$ cat src/rtl/cam_video_pkg.sv
// Shared video constants and mode encodings for the 320x240
// 3x3 filter stage running on an 800x525 raster.
package cam_video_pkg;

  localparam logic [1:0] MODE_BYPASS = 2'd0;
  localparam logic [1:0] MODE_GAUSS  = 2'd1;
  localparam logic [1:0] MODE_SOBEL  = 2'd2;

  localparam int VID_IMG_W        = 320;
  localparam int VID_IMG_H        = 240;
  localparam int VID_H_TOTAL      = 800;
  localparam int VID_V_TOTAL      = 525;
  localparam int VID_V_SYNC_START = 490;
  localparam int VID_V_SYNC_LEN   = 2;
  localparam int VID_FILTER_LAT   = 3;
  localparam int VID_EXP_READY    = VID_IMG_W * VID_IMG_H - 3;

  localparam int HCW = 10;
  localparam int VCW = 10;

  typedef enum logic {
    ST_IDLE = 1'b0,
    ST_SCAN = 1'b1
  } seq_state_e;

  // Reserved encoding 3 is stored as bypass.
  function automatic logic [1:0] mode_sanitize(input logic [1:0] m);
    return (m == 2'd3) ? MODE_BYPASS : m;
  endfunction

endpackage

$ cat src/rtl/sync_delay_line.sv
// Fixed-depth register pipeline with synchronous clear,
// used to align the output-mux select with filter latency.
module sync_delay_line #(
  parameter int WIDTH = 2,
  parameter int DEPTH = 3
) (
  input  logic             clk,
  input  logic             rst,
  input  logic             clr,
  input  logic [WIDTH-1:0] din,
  output logic [WIDTH-1:0] dout
);

  logic [WIDTH-1:0] pipe_q [DEPTH];
  logic [WIDTH-1:0] pipe_d [DEPTH];

  // Shift by one stage per clock, or flush every stage on clr.
  always_comb begin
    pipe_d[0] = clr ? '0 : din;
    for (int i = 1; i < DEPTH; i++) begin
      pipe_d[i] = clr ? '0 : pipe_q[i-1];
    end
  end

  // Pipeline registers.
  always_ff @(posedge clk or posedge rst) begin
    if (rst) begin
      for (int i = 0; i < DEPTH; i++) begin
        pipe_q[i] <= '0;
      end
    end else begin
      for (int i = 0; i < DEPTH; i++) begin
        pipe_q[i] <= pipe_d[i];
      end
    end
  end

  assign dout = pipe_q[DEPTH-1];

endmodule

$ cat src/rtl/filter_frame_sequencer.sv
// Frame-level raster sequencer for the 3x3 filter stage: scan
// counters, frame-boundary mode switching and ready checking.
module filter_frame_sequencer
  import cam_video_pkg::*;
#(
  parameter int IMG_W        = VID_IMG_W,
  parameter int IMG_H        = VID_IMG_H,
  parameter int H_TOTAL      = VID_H_TOTAL,
  parameter int V_TOTAL      = VID_V_TOTAL,
  parameter int V_SYNC_START = VID_V_SYNC_START,
  parameter int V_SYNC_LEN   = VID_V_SYNC_LEN,
  parameter int FILTER_LAT   = VID_FILTER_LAT,
  parameter int EXP_READY    = VID_EXP_READY
) (
  input  logic        clk,
  input  logic        rst,
  input  logic        run,
  input  logic [1:0]  mode_req,
  input  logic        mode_req_valid,
  output logic        mode_req_ready,
  input  logic        filter_ready,
  output logic [16:0] pixel_addr,
  output logic        active_area,
  output logic        vsync,
  output logic        gauss_enable,
  output logic        sobel_enable,
  output logic [1:0]  out_sel,
  output logic        frame_start,
  output logic        frame_done,
  output logic [15:0] frame_count,
  output logic        ready_err
);

  localparam logic [HCW-1:0] H_LAST = HCW'(H_TOTAL - 1);
  localparam logic [VCW-1:0] V_LAST = VCW'(V_TOTAL - 1);
  localparam logic [HCW-1:0] W_LIM  = HCW'(IMG_W);
  localparam logic [VCW-1:0] H_LIM  = VCW'(IMG_H);
  localparam logic [VCW-1:0] VS_LO  = VCW'(V_SYNC_START);
  localparam logic [VCW-1:0] VS_HI  = VCW'(V_SYNC_START + V_SYNC_LEN);
  localparam logic [16:0]    EXP_C  = 17'(EXP_READY);

  seq_state_e state_q, state_d;

  logic [HCW-1:0] h_q, h_d;
  logic [VCW-1:0] v_q, v_d;
  logic           is_end, is_first, scan_d;

  logic [1:0]  cur_mode_q, cur_mode_d;
  logic [1:0]  pend_mode_q, pend_mode_d;
  logic        pend_q, pend_d;
  logic        accept, apply;
  logic [16:0] rcnt_q, rcnt_d, rsum;
  logic [15:0] frame_count_q, frame_count_d;
  logic        ready_err_q, ready_err_d;

  logic [16:0] pixel_addr_q, pixel_addr_d;
  logic        active_q, active_d;
  logic        vsync_q, vsync_d;
  logic        gauss_q, gauss_d;
  logic        sobel_q, sobel_d;
  logic        fs_q, fs_d;
  logic        fd_q, fd_d;
  logic        mrr_q, mrr_d;

  assign is_end   = (state_q == ST_SCAN) && (h_q == H_LAST) &&
                    (v_q == V_LAST);
  assign is_first = (state_q == ST_SCAN) && (h_q == '0) &&
                    (v_q == '0);
  assign scan_d   = (state_d == ST_SCAN);
  assign accept   = mode_req_valid && !pend_q;
  assign apply    = pend_q && (is_end || (state_q == ST_IDLE));
  assign rsum     = rcnt_q + {16'b0, filter_ready};

  // State register.
  always_ff @(posedge clk or posedge rst) begin
    if (rst) state_q <= ST_IDLE;
    else     state_q <= state_d;
  end

  // Next state: start on run, stop only at a frame end.
  always_comb begin
    state_d = state_q;
    unique case (state_q)
      ST_IDLE: if (run) state_d = ST_SCAN;
      ST_SCAN: if (is_end && !run) state_d = ST_IDLE;
      default: state_d = ST_IDLE;
    endcase
  end

  // Raster position of the cycle being entered.
  always_comb begin
    h_d = '0;
    v_d = '0;
    if ((state_q == ST_SCAN) && !is_end) begin
      if (h_q == H_LAST) begin
        v_d = v_q + 1'b1;
      end else begin
        h_d = h_q + 1'b1;
        v_d = v_q;
      end
    end
  end

  // Mode handshake, frame counter and ready-pulse checker.
  always_comb begin
    cur_mode_d    = cur_mode_q;
    pend_d        = pend_q;
    pend_mode_d   = pend_mode_q;
    rcnt_d        = rcnt_q;
    frame_count_d = frame_count_q + 16'(is_end);
    ready_err_d   = ready_err_q;
    if (apply) begin
      cur_mode_d = pend_mode_q;
      pend_d     = 1'b0;
    end
    if (accept) begin
      pend_d      = 1'b1;
      pend_mode_d = mode_sanitize(mode_req);
    end
    if (is_first) begin
      rcnt_d = {16'b0, filter_ready};
    end else if (state_q == ST_SCAN) begin
      rcnt_d = rsum;
    end
    if (is_end && (cur_mode_q != MODE_BYPASS) && (rsum != EXP_C)) begin
      ready_err_d = 1'b1;
    end
  end

  // Registered outputs, all computed for the cycle being entered.
  always_comb begin
    active_d = scan_d && (h_d < W_LIM) && (v_d < H_LIM);
    if (!scan_d)       pixel_addr_d = '0;
    else if (active_d) pixel_addr_d = {v_d[7:0], h_d[8:0]};
    else               pixel_addr_d = pixel_addr_q;
    vsync_d = scan_d && (v_d >= VS_LO) && (v_d < VS_HI);
    gauss_d = scan_d && (cur_mode_d == MODE_GAUSS);
    sobel_d = scan_d && (cur_mode_d == MODE_SOBEL);
    fs_d    = scan_d && (h_d == '0) && (v_d == '0);
    fd_d    = scan_d && (h_d == H_LAST) && (v_d == V_LAST);
    mrr_d   = !pend_d;
  end

  // Datapath and output registers.
  always_ff @(posedge clk or posedge rst) begin
    if (rst) begin
      h_q           <= '0;
      v_q           <= '0;
      cur_mode_q    <= MODE_BYPASS;
      pend_q        <= 1'b0;
      pend_mode_q   <= MODE_BYPASS;
      rcnt_q        <= '0;
      frame_count_q <= '0;
      ready_err_q   <= 1'b0;
      pixel_addr_q  <= '0;
      active_q      <= 1'b0;
      vsync_q       <= 1'b0;
      gauss_q       <= 1'b0;
      sobel_q       <= 1'b0;
      fs_q          <= 1'b0;
      fd_q          <= 1'b0;
      mrr_q         <= 1'b1;
    end else begin
      h_q           <= h_d;
      v_q           <= v_d;
      cur_mode_q    <= cur_mode_d;
      pend_q        <= pend_d;
      pend_mode_q   <= pend_mode_d;
      rcnt_q        <= rcnt_d;
      frame_count_q <= frame_count_d;
      ready_err_q   <= ready_err_d;
      pixel_addr_q  <= pixel_addr_d;
      active_q      <= active_d;
      vsync_q       <= vsync_d;
      gauss_q       <= gauss_d;
      sobel_q       <= sobel_d;
      fs_q          <= fs_d;
      fd_q          <= fd_d;
      mrr_q         <= mrr_d;
    end
  end

  // Enables encode the live mode as {sobel, gauss}.
  sync_delay_line #(
    .WIDTH (2),
    .DEPTH (FILTER_LAT)
  ) u_sel_dly (
    .clk  (clk),
    .rst  (rst),
    .clr  (!scan_d),
    .din  ({sobel_q, gauss_q}),
    .dout (out_sel)
  );

  assign mode_req_ready = mrr_q;
  assign pixel_addr     = pixel_addr_q;
  assign active_area    = active_q;
  assign vsync          = vsync_q;
  assign gauss_enable   = gauss_q;
  assign sobel_enable   = sobel_q;
  assign frame_start    = fs_q;
  assign frame_done     = fd_q;
  assign frame_count    = frame_count_q;
  assign ready_err      = ready_err_q;

endmodule
$ cat config.mk
export PLATFORM = sky130hd
export DESIGN_NAME = filter_frame_sequencer
export DESIGN_NICKNAME = d
export VERILOG_FILES = /design/src/rtl/cam_video_pkg.sv /design/src/rtl/sync_delay_line.sv /design/src/rtl/filter_frame_sequencer.sv
export SDC_FILE = /design/constraint.sdc
export NUM_CORES = 1
export LEC_CHECK = 0
export CELL_PAD_IN_SITES_DETAIL_PLACEMENT = 0
export CELL_PAD_IN_SITES_GLOBAL_PLACEMENT = 1
export CORE_MARGIN = 2
export CORE_UTILIZATION = 46
export CTS_BUF_LIST = sky130_fd_sc_hd__clkbuf_8
export DETAILED_ROUTE_END_ITERATION = 8
export GPL_TIMING_DRIVEN = 0
export PLACE_DENSITY = 0.92
export RECOVER_POWER = 25
export SLEW_MARGIN = 30
export SYNTH_ARGS = -nofsm -noshare
export SYNTH_HDL_FRONTEND = slang
export SYNTH_SLANG_ARGS = --single-unit
export TNS_END_PERCENT = 1
$ cat constraint.sdc
create_clock -name clk -period 3.25 [get_ports clk]
set_input_delay 0.4875 -clock clk [delete_from_list [all_inputs] [get_ports clk]]
set_output_delay 0.4875 -clock clk [all_outputs]
set_load 0.01 [all_outputs]
==> Yosys cells after proc, flatten, opt, wreduce, memory -nomap -nowiden <==
Cells that the tools add are included.
{ "totals": {"ff_bits": 90, "output_inout_bits": 43, "wordCells": 87} }
{ "classes": {"eq_ne": 9, "mux": 18, "add_sub_neg": 4, "reduce_logical": 31, "magnitude_cmp": 4, "bitwise_logic": 1} }
{ "op_table": {"columns": ["op", "count"], "rows": [
  ["17-bit 2-to-1 mux", 4],
  ["10-bit equality test, second input constant", 4],
  ["10-bit zero test", 4],
  ["10-bit 2-to-1 mux", 4],
  ["10-bit by 1-bit adder with 10-bit output, second input constant", 2],
  ["1-bit logical AND", 20],
  ["10-bit by 9-bit less-than comparator with 1-bit output, second input constant", 2],
  ["17-bit by 1-bit adder with 17-bit output", 1],
  ["17-bit != test, second input constant", 1],
  ["16-bit by 1-bit adder with 16-bit output", 1],
  ["10-bit by 9-bit >= comparator with 1-bit output, second input constant", 1],
  ["10-bit by 8-bit less-than comparator with 1-bit output, second input constant", 1],
  ["2-bit 2-to-1 mux", 5],
  ["2-bit equality test, second input constant", 2],
  ["1-bit zero test", 4],
  ["1-bit 2-to-1 mux", 4],
  ["2-bit nonzero test", 2],
  ["2-bit by 1-bit equality test with 1-bit output, second input constant", 1],
  ["2-bit by 1-bit != test with 1-bit output, second input constant", 1],
  ["1-bit case mux with 2 select lines", 1],
  ["1-bit logical OR", 1],
  ["1-bit NOT", 1]
]} }

==> Logic depth before layout (Yosys ltp) <==
Gate-level depths: netlist of run 1.
{ "logic_depth": {"ltp_word": 11, "mapped_depth": 13, "mapped_depth_nobuf": 11} }

==> By module <==
A second synthesis of run 1 with hierarchy kept.
{ "unflattened": {"cells_unflattened": 480, "hier_area_um2": 4707.0} }
{ "modules_own_cells": {"columns": ["module", "seq_area_each_um2", "area_each_um2", "n_inst", "cells_each"], "rows": [
  ["filter_frame_sequencer", 2103.3, 4500.6, 1, 465],
  ["sync_delay_line", 150.1, 206.4, 1, 15]
]} }

==> Least setup slack after synthesis of run 1 <==
Ideal clock, no wire load.
{ "synth_timing": {"path_type": "reg2reg", "start": "reg h_q[0]", "end": "reg frame_count_q[12], in the netlist frame_count[12]", "stages_incl_launch_ff": 14, "period_less_slack_ns": 2.963, "setup_time_ns": 0.125, "path_slack_ns": 0.287, "arrival_time_ns": 2.838, "path_cell_list": "dfrtp_1 > ha_1 > buf_2 > nand4_1 > or3_1 > buf_2 > nor3_2 > ha_1 > ha_1 > nand4_1 > nor2_1 > and4_1 > nand3_1 > xnor2_1"} }
{ "synth_via": {"elab_chain_cells": 4} }
{ "synth_lines": {"columns": ["element", "line_no", "rtl"], "rows": [
  ["start: declaration", "filter_frame_sequencer.sv:44", "logic [HCW-1:0] h_q, h_d;"],
  ["start signal: assignment", "filter_frame_sequencer.sv:147", "h_q <= '0;"],
  ["start signal: assignment", "filter_frame_sequencer.sv:164", "h_q <= h_d;"],
  ["10-bit equality test", "filter_frame_sequencer.sv:65", "assign is_end = (state_q == ST_SCAN) && (h_q == H_LAST) &&"],
  ["1-bit logical AND (2 in a row)", "filter_frame_sequencer.sv:65", null],
  ["16-bit by 1-bit adder with 16-bit output", "filter_frame_sequencer.sv:110", "frame_count_d = frame_count_q + 16'(is_end);"],
  ["named net frame_count_d[12]", "filter_frame_sequencer.sv:53", "logic [15:0] frame_count_q, frame_count_d;"],
  ["end signal: assignment", "filter_frame_sequencer.sv:170", "frame_count_q <= frame_count_d;"],
  ["end: declaration", "filter_frame_sequencer.sv:53", null]
]} }
The timed path passes the listed nets, and every way through them passes these cells.
A chain may end at the register's enable or synchronous reset.

==> Final worst setup path of run 1 <==
{ "layout_timing": {"start": "reg h_q[0]", "end": "reg pixel_addr_q[4], in the netlist pixel_addr[4]"} }
{ "layout_rtl": {"columns": ["element", "line_no", "rtl"], "rows": [
  ["10-bit equality test (*)", "filter_frame_sequencer.sv:65, filter_frame_sequencer.sv:95", null],
  ["1-bit logical AND (2 in a row)", "filter_frame_sequencer.sv:65", null],
  ["1-bit zero test", "filter_frame_sequencer.sv:94", "if ((state_q == ST_SCAN) && !is_end) begin"],
  ["1-bit logical AND", "filter_frame_sequencer.sv:94", null],
  ["10-bit 2-to-1 mux (*)", "filter_frame_sequencer.sv:94", null],
  ["named net v_d[5]", "filter_frame_sequencer.sv:45", "logic [VCW-1:0] v_q, v_d;"],
  ["10-bit by 8-bit less-than comparator with 1-bit output (*)", "filter_frame_sequencer.sv:132", "active_d = scan_d && (h_d < W_LIM) && (v_d < H_LIM);"],
  ["1-bit logical AND (*)", "filter_frame_sequencer.sv:132", null],
  ["2-bit by 1-bit != test with 1-bit output (no line) (*)", null, null],
  ["end signal: assignment", "filter_frame_sequencer.sv:172", "pixel_addr_q <= pixel_addr_d;"],
  ["end: declaration", "filter_frame_sequencer.sv:56", "logic [16:0] pixel_addr_q, pixel_addr_d;"]
]} }
The timed path passes the listed nets; every way through them passes the cells marked *. The select of a mux whose other input is x is not followed.

==> results of run 1 <==
worst min-delay path by stage:
stage / to / slack [ns] / cells past startpoint
after floorplan: u_sel_dly.dout[0] / 0.43 / 1
after global placement: u_sel_dly.dout[0] / 0.43 / 1
after detailed placement: u_sel_dly.pipe_q[3] / 0.43 / 1
after CTS: u_sel_dly.dout[1] / 0.42 / 2
after global routing: u_sel_dly.dout[0] / 0.48 / 1
final: u_sel_dly.pipe_q[3] / 0.46 / 1
sequential cells by signal (all words and copies together), names as in the netlist, 2 cells and up:
signal            cells
pixel_addr           17
cur_mode_q            2
pend_mode_q           2
u_sel_dly.pipe_q      4
h_q                  10
u_sel_dly.dout        2
rcnt_q               17
v_q                  10
frame_count          16
worst max-delay path, cell delays in order (launching register included):
cell and delay (ns):
dfrtp_2 0.42, ha_1 0.15, buf_4 0.14, nand4_1 0.17
or4_4 0.61, or3_4 0.39, a21oi_4 0.27, a41oi_4 0.23
a21oi_2 0.31, mux2_1 0.35
cell usage in the layout, fill, tap and decap left out, types with 11 or more instances in the layout:
| cell | instances |
|---|---|
| and2_1 | 20 |
| and3_1 | 15 |
| clkbuf_1 | 13 |
| clkdlybuf4s50_1 | 48 |
| dfrtp_1 | 88 |
| inv_1 | 14 |
| nand2_1 | 49 |
| nand2b_1 | 13 |
| nand3_1 | 24 |
| nand4_1 | 13 |
| nor2_1 | 32 |
| nor3_1 | 11 |
| o21ai_0 | 27 |
| xnor2_1 | 23 |
| xor2_1 | 11 |
synthesized netlist by cell type, types with 7 or more instances:
cell type	n
mux2_1	7
xor2_1	11
nand2_1	49
dfrtp_1	89
nand2b_1	13
and2_1	20
a21oi_1	10
nand4_1	13
xnor2_1	24
mux2i_1	7
o21ai_0	27
ha_1	8
nand3_1	24
and3_1	15
nor2_1	33
clkbuf_1	13
inv_1	15
nor3_1	12
power groups by stage:
| stage | Combinational [mW] | Clock [mW] | Sequential, mW |
|---|---|---|---|
| floorplan | 0.112 | 0 | 1.20 |
| global placement | 0.138 | 0 | 1.21 |
| detailed placement | 0.150 | 0 | 1.21 |
| CTS | 0.149 | 0.844 | 1.19 |
| global route | 0.164 | 0.887 | 1.20 |
| finish | 0.142 | 0.823 | 1.19 |
per-layer routing:
metal  vias up  share of wire [%]
li1       1757                  -
met1      1828                 47
met2       108                 47
met3        12                5.0
met4         0                1.4
met5         -                  0
area by class of cell:
type	instances	area, um^2
Fill cell	881	4180
Sequential cell	90	2250
Multi-Input combinational cell	336	2200
Timing Repair Buffer	54	526
Tap cell	133	166
Buffer	23	128
Clock buffer	9	124
Clock inverter	7	90.1
Inverter	16	61.3
repair_timing:
item | 4_1_cts | 5_1_grt
gates cloned | 0 | 0
hold buffers | 0 | 0
setup endpoints to repair | 13 | 20
setup buffers | 2 | 2
pin swaps | 2 | 4
gates resized for setup | 2 | 12
kinds of logic (layout without fill, tap and decap cells):
kind of cell | count (synthesis) | in the layout
AO/OA/AOI/OAI | 70 | 70
XOR/XNOR | 35 | 35
adder cells (fa/ha/maj) | 8 | 8
buffers and inverters | 39 | 109
flip-flops | 90 | 90
multiplexers | 17 | 17
AND/OR/NAND/NOR | 206 | 206
==> impl_metrics.py, run 1 <==
metrics = {
    "status": {
        "outcome": "finished with violations",
        "violations": "max-capacitance violations, max-slew violations",
    },
    "timing": {
        "period_share_pct": 97.8,
        "tightest_slew_ns": 1.53,
        "hold_violations": 0,
        "holdWs_ns": 0.457,
        "fin_ws_ns": 0.0726,
        "rsz0062_at_grt": "yes",
        "setup_viol": 0,
        "layout_min_cycle_time_ns": 3.18,
        "skew_ns": 0.0113,
        "setup_tns_ns": 0,
        "slew_violations": 71,
        "relSlewSlack_pct": -1.81,
        "fmax_mhz": 315,
    },
    "grt": {
        "antenna_found_initial": 0,
        "grt_pass1_vias": 3506,
        "grt-ovfl-total": 0,
        "grt_usage_pct": 19.7,
        "grt_max_degree": 71,
        "grt_use_met3_pct": 3.57,
        "grt_use_met1_pct": 28.4,
        "busiest_layer": "met2",
        "grt_pass1_wl_mm": 17.4,
        "use_met2_pct": 30.5,
    },
    "worst_setup_path": {
        "criticalPathCategory": "register to register",
        "r2r_slack_ns": 0.07,
        "critPathMaxFanout": 8,
        "reg2reg_depth": 9,
        "critPathLaunch": "h_q[0]",
        "arrival_ns": 3.42,
        "worstSetupEndpointType": "register",
        "cp-start-kind": "register",
        "r2r_start": "h_q[0]",
        "crit_path_end": "pixel_addr[4]",
        "reg2reg_to": "pixel_addr[4]",
        "cp.required_ns": 3.49,
    },
    "placed_design": {
        "dp_cells": 648,
        "io_buffers": 49,
        "gp_congestion": 0.876,
        "place_ws_ns": -0.247,
        "place_hpwl_mm": 7.47,
        "place_area_um2": 5280,
    },
    "clock_tree": {
        "cts_tree": "done",
        "cts-root-buf": "clkbuf_8",
        "cts-buffers-inserted": 9,
        "cts_sinks": 90,
        "htreeDepth": 3,
        "clock_path_buffers": 2,
        "insertion_delay_ns": 0.36,
        "clkTransAtPathRegs_ns": 0.10,
    },
    "detailed_routing": {
        "drt_iter0_markers": 259,
        "wl_mm": 10.5,
        "route.detailed.drc": 0,
        "drt.antenna.violating_nets": 0,
        "vias": 3705,
        "drtPass1Iterations": 5,
        "post_drt_wl_per_cell_um": 15.7,
        "via_per_inst": 5.55,
    },
    "synth": {
        "synth_warnings": 0,
        "synth_xor_area_share_pct": 6.67,
        "synth.area.top_cells": "dfrtp_1 (48%), xnor2_1 (4.6%), nand2_1 (4.0%)",
        "syn_avg_cell_area_um2": 9.88,
        "synth_compound_gate_area_share_pct": 10.5,
        "synth_top_area_share_pct": 48.5,
        "postSynth.asyncResetShare_pct": 100,
        "syn_inst": 465,
        "synth_edf_count": 0,
        "synth_mux_area_share_pct": 3.98,
        "synth.ff_latch_count": 90,
        "netlist_area_um2": 4590,
        "yosys.area_share.simple_pct": 23.6,
        "yosysSeqAreaShare_pct": 49.0,
        "syn_nets": 480,
        "synth_cell_types": 58,
        "yosysTopAreaCell": "dfrtp_1",
        "synthAdderAreaFrac_pct": 2.18,
        "ys.flop_type": "dfrtp_1",
        "synth_top_family_by_area": "simple AND/OR/NAND/NOR gates",
    },
    "layout": {
        "area_growth_pct": 20.8,
        "final_util_pct": 57.0,
        "fin_cells": 668,
        "drive_gt1_share_pct": 10.8,
        "fin_area_um2": 5550,
        "final_nets": 545,
        "num_antenna_cells": 0,
    },
    "floorplan": {
        "row_count": 36,
        "die_w_um": 104,
        "die_area_um2": 10800,
        "core_area_um2": 9730,
        "die_h_um": 104,
        "initial_core_util_pct": 47.2,
        "ioPinCount": 50,
    },
    "power_and_ir_drop": {
        "internal_power_mw": 1.59,
        "power.share.clock_pct": 38.2,
        "p_per_area_nw_per_um2": 389,
        "pwr-share-seq_pct": 55.2,
        "fin_total_pwr_mw": 2.16,
        "swShare_pct": 26.1,
        "p_sw_mw": 0.563,
        "ir_worst_vdd_v": 0.000202,
        "p_leak_nw": 2.40,
        "comb_power_share_pct": 6.6,
    },
    "worst_hold_path": {
        "hp-class": "register to register",
        "holdCritStartpoint": "u_sel_dly.pipe_q[5]",
    },
    "job": {
        "maxCapViolations": 1,
    },
}
Note: power is estimated with default switching activity, not from simulation.
==> run 2, diff against run 1 <==
Settings changed: CORE_MARGIN 2 to 1.
==> run 2 against run 1 <==
The flow still finishes with violations (max-capacitance violations, max-slew violations); via count decreased by 2.4%; die area decreased by 3.8%; non-clock buffer count increased by 3; largest cell class unchanged; largest power group unchanged; highest routed layer unchanged.
==> impl_metrics.py, run 2 (same netlist as run 1, synthesis figures left out) <==
metrics = {
    "layout": {
        "final_cell_mix": "dfrtp_1 (88), nand2_1 (49), clkdlybuf4s50_1 (48)",
        "final_util_pct": 57.1,
        "multi_input_area_um2": 2190,
        "num_antenna_cells": 0,
        "fillerInstances": 868,
        "seq_area_um2": 2250,
        "final_common_cell": "dfrtp_1",
        "drive_gt1_share_pct": 11.2,
        "final_nets": 548,
        "area_growth_pct": 21.0,
    },
    "floorplan": {
        "die_w_um": 102,
        "initial_core_util_pct": 47.2,
        "die_area_um2": 10400,
        "die_h_um": 102,
        "ioPinCount": 50,
        "core_area_um2": 9730,
        "row_count": 36,
    },
    "detailed_routing": {
        "vias": 3615,
        "drtPass1Iterations": 4,
        "wl_mm": 10.2,
        "route.detailed.drc": 0,
        "post_drt_wl_per_cell_um": 15.3,
        "drt.antenna.violating_nets": 0,
        "via_per_inst": 5.39,
        "drt_iter0_markers": 159,
    },
    "clock_tree": {
        "clock_path_buffers": 2,
        "cts_sinks": 90,
        "cts_tree": "done",
        "cts-buffers-inserted": 9,
        "ctsHoldBuffers": 0,
        "cts-root-buf": "clkbuf_8",
        "htreeDepth": 3,
        "clkTransAtPathRegs_ns": 0.10,
        "insertion_delay_ns": 0.36,
    },
    "grt": {
        "grt_pass1_vias": 3363,
        "grt_pass1_wl_mm": 16.7,
        "use_met2_pct": 32.8,
        "grt_usage_pct": 20.6,
        "grt_use_met1_pct": 29.3,
        "busiest_layer": "met2",
        "antenna_found_initial": 0,
        "grt_max_degree": 55,
        "grt-ovfl-total": 0,
        "grt_use_met3_pct": 3.21,
    },
    "power_and_ir_drop": {
        "p_per_area_nw_per_um2": 372,
        "p_sw_mw": 0.554,
        "ir_worst_vdd_v": 0.000266,
        "internal_power_mw": 1.51,
        "comb_power_share_pct": 7.1,
        "p_leak_nw": 2.40,
        "power.share.clock_pct": 35.2,
        "fin_total_pwr_mw": 2.07,
        "pwr-share-seq_pct": 57.7,
        "swShare_pct": 26.8,
    },
    "worst_hold_path": {
        "holdCritStartpoint": "u_sel_dly.pipe_q[5]",
        "hp-class": "register to register",
    },
    "timing": {
        "tightest_slew_ns": 1.73,
        "skew_ns": 0.0149,
        "slew_violations": 37,
        "relSlewSlack_pct": -15.7,
        "period_share_pct": 97.0,
        "hold_violations": 0,
        "fmax_mhz": 317,
        "setup_viol": 0,
        "layout_min_cycle_time_ns": 3.15,
        "rsz0062_at_grt": "no",
    },
    "worst_setup_path": {
        "crit_path_end": "pixel_addr[8]",
        "r2r_start": "h_q[5]",
        "max_stage_delay_ns": 0.56,
        "path_cells": "buf_6 -> or3_4 -> or4_4 -> or3_4 -> a21oi_4 -> a41oi_4 -> a21oi_2 -> mux2_1",
        "r2r_slack_ns": 0.1,
        "reg2reg_depth": 8,
        "critPathLaunch": "h_q[5]",
        "arrival_ns": 3.39,
        "reg2reg_to": "pixel_addr[8]",
        "critPathMaxFanout": 8,
        "criticalPathCategory": "register to register",
        "cp.required_ns": 3.49,
        "cp-start-kind": "register",
        "path_common_cell": "or3_4",
        "critPathSlowestCell": "or4_4",
        "worstSetupEndpointType": "register",
    },
    "placed_design": {
        "place_hpwl_mm": 7.24,
        "gp_congestion": 0.864,
        "io_buffers": 49,
    },
    "job": {
        "maxCapViolations": 1,
    },
    "status": {
        "violations": "max-capacitance violations, max-slew violations",
        "outcome": "finished with violations",
    },
}
-- run 2: through the flow --
stage	setup slack [ns]	area [um^2]	hold WS [ns]	setup TNS (ns)	instances
3_3_place_gp	-0.909	5250	0.432	-80.85	647
6_report	0.0976	5560	0.456	0	671
4_1_cts	0.0198	5480	0.458	0	665
3_5_place_dp	-0.198	5280	0.433	-0.996	648
2_1_floorplan	0.287	4590	0.428	0	465
5_1_grt	0.00190	5560	0.471	0	671
-- run 2: what timing repair did --
action	CTS	global route
endpoints found under the setup margin	13	22
pin swaps	2	7
gates cloned	0	0
hold endpoints to repair	0	0
setup buffers	1	6
gates resized for setup	1	14
-- run 2: worst min path at each step --
stage	end	cells past startpoint
3_3_place_gp	u_sel_dly.pipe_q[3]	1
4_1_cts	u_sel_dly.pipe_q[3]	1
5_1_grt	u_sel_dly.dout[0]	1
2_1_floorplan	u_sel_dly.dout[0]	1
6_report	u_sel_dly.pipe_q[3]	1
3_5_place_dp	u_sel_dly.pipe_q[3]	1
-- run 2: worst max-delay path, delay by kind of cell (launching register included) --
kind | cells | cell delay (ns)
AO/OA/AOI/OAI | 3 | 0.79
AND/OR/NAND/NOR | 3 | 1.36
multiplexers | 1 | 0.35
flip-flops | 1 | 0.39
buffers and inverters | 1 | 0.13
-- run 2: power groups by stage --
stage | Sequential, mW | Combinational [mW] | Clock (mW)
after global placement | 1.21 | 0.137 | 0
final | 1.19 | 0.146 | 0.728
after CTS | 1.19 | 0.150 | 0.746
after detailed placement | 1.21 | 0.151 | 0
after floorplan | 1.20 | 0.112 | 0
after global routing | 1.20 | 0.173 | 0.780
-- run 2: area by class of cell --
| cell class | instances | area share, % |
|---|---|---|
| clock buffer | 9 | 2.23 |
| clock inverter | 7 | 1.06 |
| sequential | 90 | 40.6 |
| timing repair buffer | 57 | 10.3 |
| tap | 133 | 2.99 |
| buffer | 23 | 2.36 |
| multi-input combinational | 336 | 39.4 |
| inverter | 16 | 1.10 |
-- run 2: layer usage --
layer  up-vias  wire length [um]
met1      1738              4660
met3        12               560
met5         -                 0
met4         0               134
li1       1770                 -
met2        95              4890
==> run 3, diff against run 2 <==
Settings changed: CELL_PAD_IN_SITES_DETAIL_PLACEMENT 0 to default, CELL_PAD_IN_SITES_GLOBAL_PLACEMENT 1 to default, CORE_UTILIZATION 46 to 55, CTS_BUF_LIST sky130_fd_sc_hd__clkbuf_8 to default, PLACE_DENSITY 0.92 to 0.87, SETUP_SLACK_MARGIN from default to 0.05.
==> run 3 against run 2 <==
The run still ends with max-capacitance violations, max-slew violations left; cell area is 0.50% lower; sequential cell count stayed put; setup slack better by 0.0080 ns; global-route usage is 5.0 points higher; core utilization is 13 points higher; clock-buffer cell count is 2 higher; total power is 0.93% lower; largest power group unchanged; highest routed layer unchanged.
==> impl_metrics.py, run 3 (same netlist as run 1, synthesis figures left out) <==
metrics = {
    "status": {
        "outcome": "finished with violations",
        "violations": "max-capacitance violations, max-slew violations",
    },
    "worst_hold_path": {
        "holdCritStartpoint": "u_sel_dly.pipe_q[2]",
        "min_path_cells": 1,
        "hold_end": "u_sel_dly.dout[0]",
        "hp-class": "register to register",
    },
    "placed_design": {
        "io_buffers": 49,
        "dp_cells": 617,
        "place_hpwl_mm": 7.41,
        "gp_congestion": 0.921,
        "place_ws_ns": -0.286,
    },
    "layout": {
        "final_nets": 552,
        "area_growth_pct": 20.4,
        "drive_gt1_share_pct": 11.8,
        "final_common_cell": "dfrtp_1",
        "fin_cells": 644,
        "final_cell_mix": "dfrtp_1 (89), nand2_1 (49), clkdlybuf4s50_1 (48)",
        "fillerInstances": 584,
        "num_antenna_cells": 0,
    },
    "detailed_routing": {
        "vias": 3762,
        "post_drt_wl_per_cell_um": 16.2,
        "drt_iter0_markers": 347,
        "drt.antenna.violating_nets": 0,
        "route.detailed.drc": 0,
        "via_per_inst": 5.84,
        "drtPass1Iterations": 5,
        "wl_mm": 10.4,
    },
    "timing": {
        "fmax_mhz": 318,
        "skew_ns": 0.0150,
        "period_share_pct": 96.8,
        "tightest_slew_ns": 1.57,
        "hold_violations": 0,
        "rsz0062_at_grt": "yes",
        "layout_min_cycle_time_ns": 3.14,
        "relSlewSlack_pct": -4.55,
        "setup_viol": 0,
        "slew_violations": 72,
        "fin_ws_ns": 0.106,
    },
    "floorplan": {
        "die_w_um": 93.4,
        "initial_core_util_pct": 58.2,
        "die_h_um": 93.4,
        "die_area_um2": 8720,
        "row_count": 32,
        "ioPinCount": 50,
        "core_area_um2": 7890,
    },
    "clock_tree": {
        "ctsHoldBuffers": 0,
        "cts-buffers-inserted": 9,
        "insertion_delay_ns": 0.37,
        "clkTransAtPathRegs_ns": 0.10,
        "cts_tree": "done",
        "cts-root-buf": "clkbuf_8",
        "htreeDepth": 3,
        "clock_path_buffers": 2,
        "cts_sinks": 90,
    },
    "power_and_ir_drop": {
        "ir_worst_vdd_v": 0.000188,
        "fin_total_pwr_mw": 2.05,
        "p_leak_nw": 2.41,
        "p_per_area_nw_per_um2": 370,
    },
    "job": {
        "maxCapViolations": 1,
    },
    "grt": {
        "grt_pass1_wl_mm": 17.2,
        "grt_use_met3_pct": 4.96,
        "grt_pass1_vias": 3593,
        "use_met2_pct": 39.9,
        "grt-ovfl-total": 0,
        "antenna_found_initial": 0,
        "busiest_layer": "met2",
        "grt_max_degree": 72,
        "grt_use_met1_pct": 35.6,
        "grt_usage_pct": 25.7,
    },
    "worst_setup_path": {
        "worstSetupEndpointType": "register",
        "critPathMaxFanout": 10,
        "arrival_ns": 3.40,
        "cp-start-kind": "register",
        "criticalPathCategory": "register to register",
        "r2r_slack_ns": 0.11,
        "max_stage_delay_ns": 0.42,
        "path_delay_family": "simple AND/OR/NAND/NOR gates",
        "r2r_start": "h_q[5]",
        "path_cells": "buf_6 -> or3_4 -> or3_4 -> buf_4 -> nor3_4 -> ha_2 -> ha_2 -> nand4_1 -> nor2_2 -> and4_4 -> nand3_1 -> xnor2_2",
        "crit_buf_inv": 2,
        "reg2reg_depth": 12,
        "critPathSlowestCell": "or3_4",
        "reg2reg_to": "frame_count[14]",
        "cp.required_ns": 3.51,
    },
}
run 3: metal layers:
metal	vias up	part of all wire [%]	wire length, um
li1	1773	-	-
met3	15	5.4	567
met1	1861	45	4720
met4	0	1.5	155
met2	113	48	4990
met5	-	0	0
run 3: area by class of cell:
type,instances,area (um^2),share of cell area [%]
Multi-Input combinational cell,336,2200,39.8
Inverter,16,61.3,1.11
Clock buffer,11,141,2.56
Tap cell,102,128,2.31
Sequential cell,90,2250,40.7
Clock inverter,5,38.8,0.701
Timing Repair Buffer,62,586,10.6
Buffer,22,124,2.24
run 3: stage by stage:
stage          hold slack [ns]  util [%]  TNS, ns  area (um^2)
2_1_floorplan            0.428         -        0         4590
3_3_place_gp             0.432      66.1   -74.74         5210
3_5_place_dp             0.442      66.5    -1.26         5250
4_1_cts                  0.419      69.3        0         5460
5_1_grt                  0.480      70.1  -0.0418         5530
6_report                 0.459      70.1        0         5530
run 3: how the worst max path moves through the flow:
stage            from              end  slack [ns]  cells past startpoint
2_1_floorplan  h_q[0]  frame_count[12]        0.29                     13
3_3_place_gp      rst           pend_q       -0.83                      2
3_5_place_dp   h_q[1]  frame_count[14]       -0.29                     13
4_1_cts        h_q[5]    pixel_addr[7]        0.11                      9
5_1_grt        h_q[1]  frame_count[14]       -0.04                     13
6_report       h_q[5]  frame_count[14]        0.11                     12
run 3: timing repair:
| item | in CTS | in global routing |
|---|---|---|
| cloned | 0 | 0 |
| endpoints found under the setup margin | 14 | 13 |
| gates resized for setup | 2 | 10 |
| pin swaps | 2 | 6 |
| buffers inserted | 4 | 8 |
run 3: where the power goes:
part / total [mW] / internal, mW / switching [mW] / leakage, nW
clock network: 0.710 / 0.302 / 0.408 / 0.0782
logic: 0.147 / 0.0602 / 0.0863 / 1.13
registers: 1.19 / 1.15 / 0.0349 / 1.19
total: 2.05 / 1.52 / 0.530 / 2.41
